[src/rtl/tour_cmd.sv]
// Knight's-tour command sequencer: splits each solver move into a vertical and a
// horizontal robot command, and passes UART commands straight through while idle.
module tour_cmd (
   input  logic        clk,
   input  logic        rst_n,
   input  logic        start_tour,
   input  logic [7:0]  move,
   output logic [4:0]  mv_indx,
   input  logic [15:0] cmd_UART,
   input  logic        cmd_rdy_UART,
   input  logic        clr_cmd_rdy,
   input  logic        send_resp,
   output logic [15:0] cmd,
   output logic        cmd_rdy,
   output logic        clr_cmd_rdy_UART,
   output logic [7:0]  resp
);

   localparam logic [4:0] LAST_IDX  = 5'd23;
   localparam logic [7:0] RESP_DONE = 8'hA5;
   localparam logic [7:0] RESP_MORE = 8'h5A;

   typedef enum logic [2:0] {IDLE, VERT, WAIT_V, HORZ, WAIT_H} state_t;

   state_t     state_q, state_d;
   logic [4:0] idx_q, idx_d;

   logic       legal, up, east;
   logic [3:0] dx_mag, dy_mag;
   logic [15:0] vert_cmd, horz_cmd;

   // One-hot move to leg direction/length; anything else degrades to zero-length legs.
   always_comb begin
      legal  = 1'b1;
      up     = 1'b0;
      east   = 1'b0;
      dx_mag = 4'd0;
      dy_mag = 4'd0;
      case (move)
         8'h01: begin east = 1'b1; up = 1'b1; dx_mag = 4'd1; dy_mag = 4'd2; end
         8'h02: begin              up = 1'b1; dx_mag = 4'd1; dy_mag = 4'd2; end
         8'h04: begin              up = 1'b1; dx_mag = 4'd2; dy_mag = 4'd1; end
         8'h08: begin                         dx_mag = 4'd2; dy_mag = 4'd1; end
         8'h10: begin                         dx_mag = 4'd1; dy_mag = 4'd2; end
         8'h20: begin east = 1'b1;            dx_mag = 4'd1; dy_mag = 4'd2; end
         8'h40: begin east = 1'b1;            dx_mag = 4'd2; dy_mag = 4'd1; end
         8'h80: begin east = 1'b1; up = 1'b1; dx_mag = 4'd2; dy_mag = 4'd1; end
         default: legal = 1'b0;
      endcase
   end

   assign vert_cmd = legal ? {4'h2, (up   ? 8'h00 : 8'h7F), dy_mag} : 16'h2000;
   assign horz_cmd = legal ? {4'h3, (east ? 8'hBF : 8'h3F), dx_mag} : 16'h3000;

   always_ff @(posedge clk or negedge rst_n) begin
      if (!rst_n) begin
         state_q <= IDLE;
         idx_q   <= 5'd0;
      end else begin
         state_q <= state_d;
         idx_q   <= idx_d;
      end
   end

   always_comb begin
      state_d = state_q;
      idx_d   = idx_q;
      case (state_q)
         IDLE:   if (start_tour)  begin state_d = VERT; idx_d = 5'd0; end
         VERT:   if (clr_cmd_rdy) state_d = WAIT_V;
         WAIT_V: if (send_resp)   state_d = HORZ;
         HORZ:   if (clr_cmd_rdy) state_d = WAIT_H;
         WAIT_H: if (send_resp) begin
            if (idx_q == LAST_IDX) state_d = IDLE;
            else begin
               state_d = VERT;
               idx_d   = idx_q + 5'd1;
            end
         end
         default: state_d = IDLE;
      endcase
   end

   always_comb begin
      cmd              = cmd_UART;
      cmd_rdy          = 1'b0;
      clr_cmd_rdy_UART = 1'b0;
      resp             = RESP_MORE;
      case (state_q)
         IDLE: begin
            cmd_rdy          = cmd_rdy_UART;
            clr_cmd_rdy_UART = clr_cmd_rdy;
            resp             = RESP_DONE;
         end
         VERT: begin
            cmd     = vert_cmd;
            cmd_rdy = 1'b1;
         end
         HORZ: begin
            cmd     = horz_cmd;
            cmd_rdy = 1'b1;
         end
         WAIT_H: if (idx_q == LAST_IDX) resp = RESP_DONE;
         default: ;
      endcase
   end

   assign mv_indx = idx_q;

endmodule
[config.mk]
export PLATFORM = sky130hd
export DESIGN_NAME = tour_cmd
export DESIGN_NICKNAME = d
export VERILOG_FILES = /design/src/rtl/tour_cmd.sv
export SDC_FILE = /design/constraint.sdc
export NUM_CORES = 1
export LEC_CHECK = 0
export BUFFER_PORTS_ARGS = -buffer_cell sky130_fd_sc_hd__buf_2
export CORE_ASPECT_RATIO = 1.25
export CORE_MARGIN = 3
export CORE_UTILIZATION = 45
export DETAILED_ROUTE_END_ITERATION = 10
export HOLD_SLACK_MARGIN = 0.08
export PLACE_DENSITY = 0.86
export SYNTH_ARGS = -nofsm -noshare
export SYNTH_HDL_FRONTEND = slang
export SYNTH_SLANG_ARGS = --single-unit
[constraint.sdc]
create_clock -name clk -period 2.3 [get_ports clk]
set_input_delay 0.46 -clock clk [delete_from_list [all_inputs] [get_ports clk]]
set_output_delay 0.46 -clock clk [all_outputs]
set_load 0.005 [all_outputs]
# After elaboration in Yosys (flattened, before gate mapping)
# Index checks and enable logic that the tools add are counted.
# word_totals
ff_bits	8
input_bits	30
word_cells	57
# classes
n_addsub	1
n_eq_ne	19
n_mux	25
n_reduce_logical	10
# op_table
cell	n
one-hot mux 16 bit (2 select lines)	1
two-way mux 8 bit	2
one-hot mux 8 bit (2 select lines)	1
OR reduction 4 bit	4
two-way mux 3 bit	5
two-way mux 5 bit	3
one-hot mux 3 bit (5 select lines)	1
two-way mux 12 bit	1
!= test 2 bit, second input constant	6
two-way mux 11 bit	1
one-hot mux 5 bit (2 select lines)	1
== test 8 x 1 -> 1 bit, second input constant	1
== test 8 x 2 -> 1 bit, second input constant	1
== test 8 x 3 -> 1 bit, second input constant	1
== test 8 x 4 -> 1 bit, second input constant	1
== test 8 x 5 -> 1 bit, second input constant	1
== test 8 x 6 -> 1 bit, second input constant	1
== test 8 x 7 -> 1 bit, second input constant	1
== test 8 bit, second input constant	1
one-hot mux 2 bit (2 select lines)	2
OR reduction 8 bit	1
two-way mux 7 bit	1
== test 3 x 2 -> 1 bit, second input constant	2
adder 5 x 1 -> 5 bit, second input constant	1
other kinds (10)	14

# Logic depth before layout (Yosys ltp)
# Gate-level depths: netlist of run 1.
# logic_depth
word_depth	6
mapped_depth	6
depth_no_buf	5

# Worst setup path before layout of run 1
# Ideal clock, no wire load.
# synth_path
kind	input to output
startpoint	in move[6]
endpoint	out cmd[4]
t_arrival_ps	1469
required_time_ps	1840
path_slack_ps	371
path_stages	5
path_cell_list	buf_2 xor2_1 a211o_1 a32oi_2 o21ai_0
# synth_via
elab_chain_cells	6
elab_cells_between_ends	16
cone_classes	8 x eq/ne; 6 x mux; 2 x reduce/logical
# synth_rtl
item	line_no	rtl
from (decl)	7	input logic [7:0] move,
== test 8 bit (tied with other cells)	39	case (move)
OR reduction 4 bit (no line)	--	
two-way mux 1 bit	39	
two-way mux 7 bit	52	assign vert_cmd = legal ? {4'h2, (up ? 8'h00 : 8'h7F), dy_mag} : 16'h2000;
two-way mux 11 bit	52	
one-hot mux 16 bit (2 select lines) (*)	89	case (state_q)
to (decl)	13	output logic [15:0] cmd,
# Every way passes the cells marked *; elsewhere a longest branch is shown, timed or not.

# Final worst setup path of run 1
# layout_path
startpoint	in move[7]
endpoint	out cmd[4]
# Same word-level chain as after synthesis.

==> flow_metrics.env, run 1 <==
export IMPL_status="finished clean"
export IMPL_drv_cap=0
export IMPL_vias=1050
export IMPL_power_frac_comb_pct=67.8
export IMPL_final_cell_area_sq_mm=0.00123
export IMPL_dp_hpwl_mm=1.98
export IMPL_vias_per_cell=5.44
export IMPL_grt_ovfl_total=0
export IMPL_placed_area_sq_mm=0.00118
export IMPL_syn2layout_area_growth_pct=30.8
export IMPL_grt_pass1_vias=911
export IMPL_start_util_pct=50.1
export IMPL_critical_path_required_ns=1.84
export IMPL_grt_usage_pct=17.7
export IMPL_routed_wirelength_mm=2.42
export IMPL_power_mw=1.03
export IMPL_clk_latency_ns=0.25
export IMPL_skew_ns=0.00332
export IMPL_cts_tree="done"
export IMPL_end_kind="primary output"
export IMPL_die_area_sq_mm=0.00267
export IMPL_place_inst=189
export IMPL_yosysTopAreaCellShare_pct=21.3
export IMPL_clock_power_share_pct=10.5
export IMPL_syn_avg_cell_area_sq_um=7.76
export IMPL_power_switching_mw=0.473
export IMPL_synthDistinctLibCells=42
export IMPL_initialDrtViolationCount=10
export IMPL_antenna_found_initial=0
export IMPL_path_buf_inv=2
export IMPL_intPower_mw=0.556
export IMPL_cp_start_kind="primary input"
export IMPL_fmax_ghz=0.456
export IMPL_synth_area_top_cells="dfrtp_1, o21ai_0, nand2_1"
export IMPL_grt_max_degree=18
export IMPL_gp_congestion=0.822
export IMPL_wl_per_cell_um=12.5
export IMPL_cts_sinks=8
export IMPL_port_buffers=60
export IMPL_ctsHtreeMaxLevel=1
export IMPL_num_rows=17
export IMPL_peakVddDrop_uv=465
export IMPL_switching_share_pct=46.0
export IMPL_die_y_um=57.1
export IMPL_slew_headroom_pct=66.9
export IMPL_worst_pin_slew_ns=0.497
export IMPL_syn_cell_area_sq_um=938
export IMPL_n_fill_cell=172
export IMPL_yosys_area_top_type="dfrtp_1"
export IMPL_finalHoldViolations=0
export IMPL_cp_arrival_ns=1.73
export IMPL_cts_root_buf="clkbuf_4"
export IMPL_power_density_mw_per_mm2=838
export IMPL_setup_violations=0
export IMPL_slowest_stage="a32oi_2"
export IMPL_ys_ff_latch=8
export IMPL_clk_pin_slew_worst_paths_ns=0.06
export IMPL_drive_above_1_share_pct=42.5
export IMPL_ys_seq_area_share_pct=21.3
export IMPL_setup_tns_ns=0
export IMPL_drc_errors=0
export IMPL_finalCritPeriodShare_pct=95.3
export IMPL_core_area_sq_mm=0.00187
export IMPL_hold_path_class="in -> reg"
export IMPL_cts_buffers_inserted=3
export IMPL_n_antenna_cell=0
export IMPL_slew_violations=0
export IMPL_cp_max_fo=8
export IMPL_postRouteAntennaNets=0
export IMPL_slowest_delay_ns=0.34
export IMPL_pin_count=61
export IMPL_finalCriticalPeriod_ns=2.19
export IMPL_critPathTopFamily="compound AO/OA/AOI/OAI gates"
export IMPL_crit_chain="buf_2 -> xor2_1 -> a211o_1 -> a32oi_2 -> o21ai_0 -> buf_2"
export IMPL_syn_inst=121
export IMPL_grt_pass1_wl_mm=3.68
export IMPL_nNetsFinal=207
export IMPL_dr_pass1_iters=3
export IMPL_crit_type="in -> out"
export IMPL_final_cell_count_no_fill=193
export IMPL_grt_setup_unrepaired="false"
export IMPL_ys_warn_count=0
export IMPL_clockBufferDepth=2
export IMPL_cpMostUsedCell="buf_2"
export IMPL_syn_nets=152
export IMPL_p_leak_nw=0.638
export IMPL_die_x_um=46.8
export IMPL_seqPwrFrac_pct=21.7
==> worst register-to-register path, delay by kind of cell, from the launching register on <==
family,cells,cell delay (ns)
adders and majority gates,1,0.25
DFF,1,0.41
and+or+nand+nor,4,1.02
==> flip-flops by register name (all words and copies together), names as in the netlist <==
register,count
mv_indx,5
state_q,3
==> layout make-up <==
type                            instances  area [sq um]  area share, %
Clock buffer                            3          22.5           1.83
Inverter                                3          11.3          0.917
Multi-Input combinational cell         96           637           51.9
Sequential cell                         8           200           16.3
Tap cell                               19          23.8           1.94
Timing Repair Buffer                   64           333           27.1
==> Yosys cell counts, drive strengths merged <==
| library cell | n |
|---|---|
| a211o | 2 |
| a21o | 1 |
| a21oi | 5 |
| a2bb2oi | 1 |
| a31o | 1 |
| a31oi | 2 |
| a32oi | 1 |
| and2 | 6 |
| buf | 13 |
| clkbuf | 1 |
| dfrtp | 8 |
| ha | 1 |
| inv | 3 |
| mux2 | 1 |
| nand2 | 17 |
| nand2b | 2 |
| nand3 | 6 |
| nand3b | 1 |
| nand4 | 2 |
| nand4b | 2 |
| nor2 | 7 |
| nor2b | 1 |
| nor3 | 1 |
| nor3b | 1 |
| nor4 | 3 |
| nor4b | 6 |
| o2111ai | 1 |
| o211ai | 2 |
| o21a | 1 |
| o21ai | 13 |
| o2bb2ai | 1 |
| o31ai | 1 |
| o32ai | 1 |
| or4 | 2 |
| xnor2 | 1 |
| xor2 | 3 |
==> metrics by stage <==
stage               hold WS, ns  util [%]  worst slack, ns
floorplan                 0.164         -            0.371
global placement          0.309      63.0            0.133
detailed placement        0.316      63.0           0.0204
CTS                       0.418      64.8           0.0236
global route              0.425      65.6           0.0112
finish                    0.419      65.6            0.107
==> cells in the final DEF, fill, tap and decap left out, drive strengths merged, types with 2 or more instances in the layout <==
master,synthesis,layout
a31oi,2,2
or4,2,2
nand2b,2,2
o211ai,2,2
buf,13,63
a211o,2,2
nor4b,6,6
nand4,2,2
nor4,3,3
o21ai,13,13
inv,3,3
and2,6,6
nand2,17,17
dfrtp,8,8
a21oi,5,5
nand3,6,6
nor2,7,7
nand4b,2,2
xor2,3,3
clkbuf,1,3
==> logic make-up after synthesis <==
family / share of synthesized area, %
multiplexers: 1.20
adder cells (fa/ha/maj): 1.33
buffers and inverters: 12.4
flip-flops: 21.3
XOR/XNOR: 3.73
AO/OA/AOI/OAI: 23.6
AND/OR/NAND/NOR: 36.4
==> worst paths after layout <==
kind / from / to / slack (ns) / cells past startpoint
setup / recovery: move[7] / cmd[4] / 0.11 / 6
hold / removal: send_resp / state_q[2] / 0.42 / 2
setup reg to reg: mv_indx[0] / mv_indx[3] / 0.55 / 5
hold reg to reg: mv_indx[0] / mv_indx[0] / 0.55 / 1
max in group asynchronous: rst_n / mv_indx[3] / 1.55 / 2
min in group asynchronous: rst_n / mv_indx[1] / 0.58 / 2
==> power by group through the flow <==
stage	combinational (mW)	sequential, mW	clock [mW]
final	0.698	0.223	0.108
after global routing	0.791	0.231	0.116
after CTS	0.706	0.224	0.109
after detailed placement	0.704	0.225	0
after global placement	0.683	0.226	0
after floorplan	0.546	0.190	0
==> routing by layer <==
layer	share of wire, %	wire length (um)	global-route usage [%]
met5	0	0	0
met4	0.78	19	3.56
met1	38	926	18.7
met3	8.1	197	3.47
met2	53	1280	34.0
==> repair_timing <==
action | CTS | global route
endpoints found under the setup margin | 0 | 7
gates resized for setup | 0 | 2
setup buffers | 0 | 0
hold endpoints to repair | 8 | 0
hold buffers | 1 | 0
No activity file was read; power rests on OpenSTA's default activity.
==> run 2: changes to the inputs <==
Settings changed: ABC_AREA set to 1, CELL_PAD_IN_SITES_DETAIL_PLACEMENT set to 1, CELL_PAD_IN_SITES_GLOBAL_PLACEMENT set to 2, CORE_MARGIN 3 to unset, CORE_UTILIZATION 45 to 23, PLACE_DENSITY 0.86 to 0.85.
==> flow_metrics.env, run 2 <==
export IMPL_synth_ff_type="dfrtp_1"
export IMPL_topRoutingLayerUsed="met4"
export IMPL_n_antenna_cell=0
export IMPL_initialDrtViolationCount=30
export IMPL_yosysTopAreaCellShare_pct=18.4
export IMPL_whs_ns=0.535
export IMPL_gp_congestion=0.711
export IMPL_grt_setup_unrepaired="false"
export IMPL_clk_latency_ns=0.23
export IMPL_synthXorXnorAreaFrac_pct=3.21
export IMPL_wl_per_cell_um=10.6
export IMPL_muxShareOfSynthArea_pct=0
export IMPL_port_buffers=60
export IMPL_synth_fa_ha_area_share_pct=1.15
export IMPL_grt_usage_pct=12.2
export IMPL_cp_arrival_ns=1.56
export IMPL_crit_type="reg -> out"
export IMPL_min_delay_start="mv_indx[1]"
export IMPL_setup_tns_ns=0
export IMPL_dr_pass1_iters=4
export IMPL_routed_wirelength_mm=2.97
export IMPL_cts_sinks=8
export IMPL_vias_per_cell=4.25
export IMPL_worst_pin_slew_ns=0.336
export IMPL_syn_cell_area_sq_mm=0.00109
export IMPL_ys_warn_count=0
export IMPL_start_util_pct=24.3
export IMPL_largest_register_ffs=5
export IMPL_finalCritPeriodShare_pct=87.7
export IMPL_syn_inst=165
export IMPL_slew_violations=0
export IMPL_grt_ovfl_total=0
export IMPL_utilization_pct=32.5
export IMPL_grt_pass1_wl_mm=4.95
export IMPL_core_area_sq_mm=0.00449
export IMPL_drive_above_1_share_pct=46.4
export IMPL_synth_compound_area_share_pct=4.25
export IMPL_holdBufCountCts=1
export IMPL_synth_area_top_cells="dfrtp_1, nand2_1, nand2_4"
export IMPL_drc_errors=0
export IMPL_met3WireLength_um=106
export IMPL_final_cell_count_no_fill=280
export IMPL_n_fill_cell=603
export IMPL_cts_tree="done"
export IMPL_yosys_area_share_simple_pct=58.7
export IMPL_die_y_um=79.0
export IMPL_ys_ff_latch=8
export IMPL_grt_max_degree=14
export IMPL_cp_start_kind="flip-flop"
export IMPL_hold_path_class="reg -> reg"
export IMPL_end_kind="primary output"
export IMPL_die_x_um=63.6
export IMPL_skew_ns=0.00133
export IMPL_critical_path_required_ns=1.84
export IMPL_die_area_sq_mm=0.00502
export IMPL_num_rows=27
export IMPL_placed_area_sq_mm=0.00141
export IMPL_cts_setup_buffers=0
export IMPL_ctsResizeCount=0
export IMPL_power_density_mw_per_mm2=1020
export IMPL_finalHoldViolations=0
export IMPL_final_setup_worst_slack_ns=0.282
export IMPL_status="finished clean"
export IMPL_nNetsFinal=255
export IMPL_cts_root_buf="clkbuf_8"
export IMPL_vias=1190
export IMPL_final_cell_mix="buf_2, nand2_1, inv_1"
export IMPL_final_common_cell="buf_2"
export IMPL_peakVddDrop_uv=233
export IMPL_dp_hpwl_mm=2.57
export IMPL_syn_avg_cell_area_sq_um=6.60
export IMPL_synth_top_family_by_area="simple AND/OR/NAND/NOR gates"
export IMPL_place_inst=276
export IMPL_synth_most_common_cell="nand2_1"
export IMPL_setup_violations=0
export IMPL_grt_pass1_vias=1122
export IMPL_postRouteAntennaNets=0
export IMPL_cp_max_fo=7
export IMPL_cts_buffers_inserted=3
export IMPL_wl_met1_mm=1.13
export IMPL_drv_cap=0
export IMPL_ys_seq_area_share_pct=18.4
export IMPL_final_cell_area_sq_mm=0.00146
export IMPL_slew_headroom_pct=77.4
export IMPL_p_leak_nw=0.938
export IMPL_ff2ff_setup_slack_ns=0.88
export IMPL_synthDistinctLibCells=25
export IMPL_post_place_ws_ns=0.298
export IMPL_ctsHtreeMaxLevel=1
export IMPL_antenna_found_initial=0
export IMPL_fmax_ghz=0.496
export IMPL_synthTopCellsByCount="nand2_1, inv_1, nor2_1, nand3_1"
export IMPL_clk_pin_slew_worst_paths_ns=0.04
export IMPL_synth_edff_count=0
export IMPL_pin_count=61
export IMPL_finalCriticalPeriod_ns=2.02
export IMPL_crit_start="state_q[1]"
export IMPL_r2r_start="mv_indx[0]"
export IMPL_async_reset_ff_share_pct=100
export IMPL_syn_nets=196
export IMPL_clockBufferDepth=2
export IMPL_yosys_area_top_type="dfrtp_1"
export IMPL_power_mw=1.49
export IMPL_syn2layout_area_growth_pct=34.1
export IMPL_dr_wl_met2_mm=1.70
==> run 2: changes by cell type after synthesis, moves of 4 or more <==
cell     change
nor2_1      +13
inv_2        +5
o21ai_0     -11
nand2_1     +27
inv_1       +18
nand2_4      +9
a21oi_1      -4
nand3_2      +9
nor4b_1      -6
and2_1       -6
nor2_2       +6
nand3_1      +6
==> run 2: path summary, 6_finish.rpt <==
check | endpoint | cells after the start
worst max-delay path | cmd[9] | 8
worst min-delay path | mv_indx[1] | 2
worst max register to register | mv_indx[4] | 9
worst min register to register | mv_indx[1] | 2
max in group asynchronous | mv_indx[0] | 2
min in group asynchronous | mv_indx[4] | 2
==> run 2: routing by layer <==
| metal | global-route usage, % | vias to the layer above |
|---|---|---|
| met5 | 0 | - |
| met2 | 23.6 | 34 |
| met3 | 1.72 | 5 |
| li1 | - | 615 |
| met4 | 4.77 | 0 |
| met1 | 13.1 | 536 |
==> run 2: worst max-delay path: stages (launching register included) <==
cell and delay [ns]:
dfrtp_1 0.41, inv_2 0.11, nand3_2 0.12, inv_2 0.10, nand3_1 0.09, nor2_1 0.18
nand2_4 0.12, nand3_2 0.07, buf_2 0.11
==> run 2: area by class of cell <==
class / count / area [sq um] / share of cell area (%)
clock buffers: 3 / 41.3 / 2.83
inverters: 27 / 104 / 7.11
multi-input cells: 123 / 733 / 50.2
flip-flops and latches: 8 / 200 / 13.7
well taps: 58 / 72.6 / 4.97
repair buffers: 61 / 310 / 21.2
==> run 2: power by group <==
| part | internal [mW] | switching (mW) |
|---|---|---|
| combinational | 0.449 | 0.647 |
| sequential | 0.176 | 0.0433 |
| clock | 0.114 | 0.0597 |
==> run 2: cell families after synthesis <==
logic type	Yosys count
and+or+nand+nor	113
buffers and inverters	34
DFF	8
AOI/OAI and AO/OA	5
xor gates and xnor gates	4
adders and majority gates	1
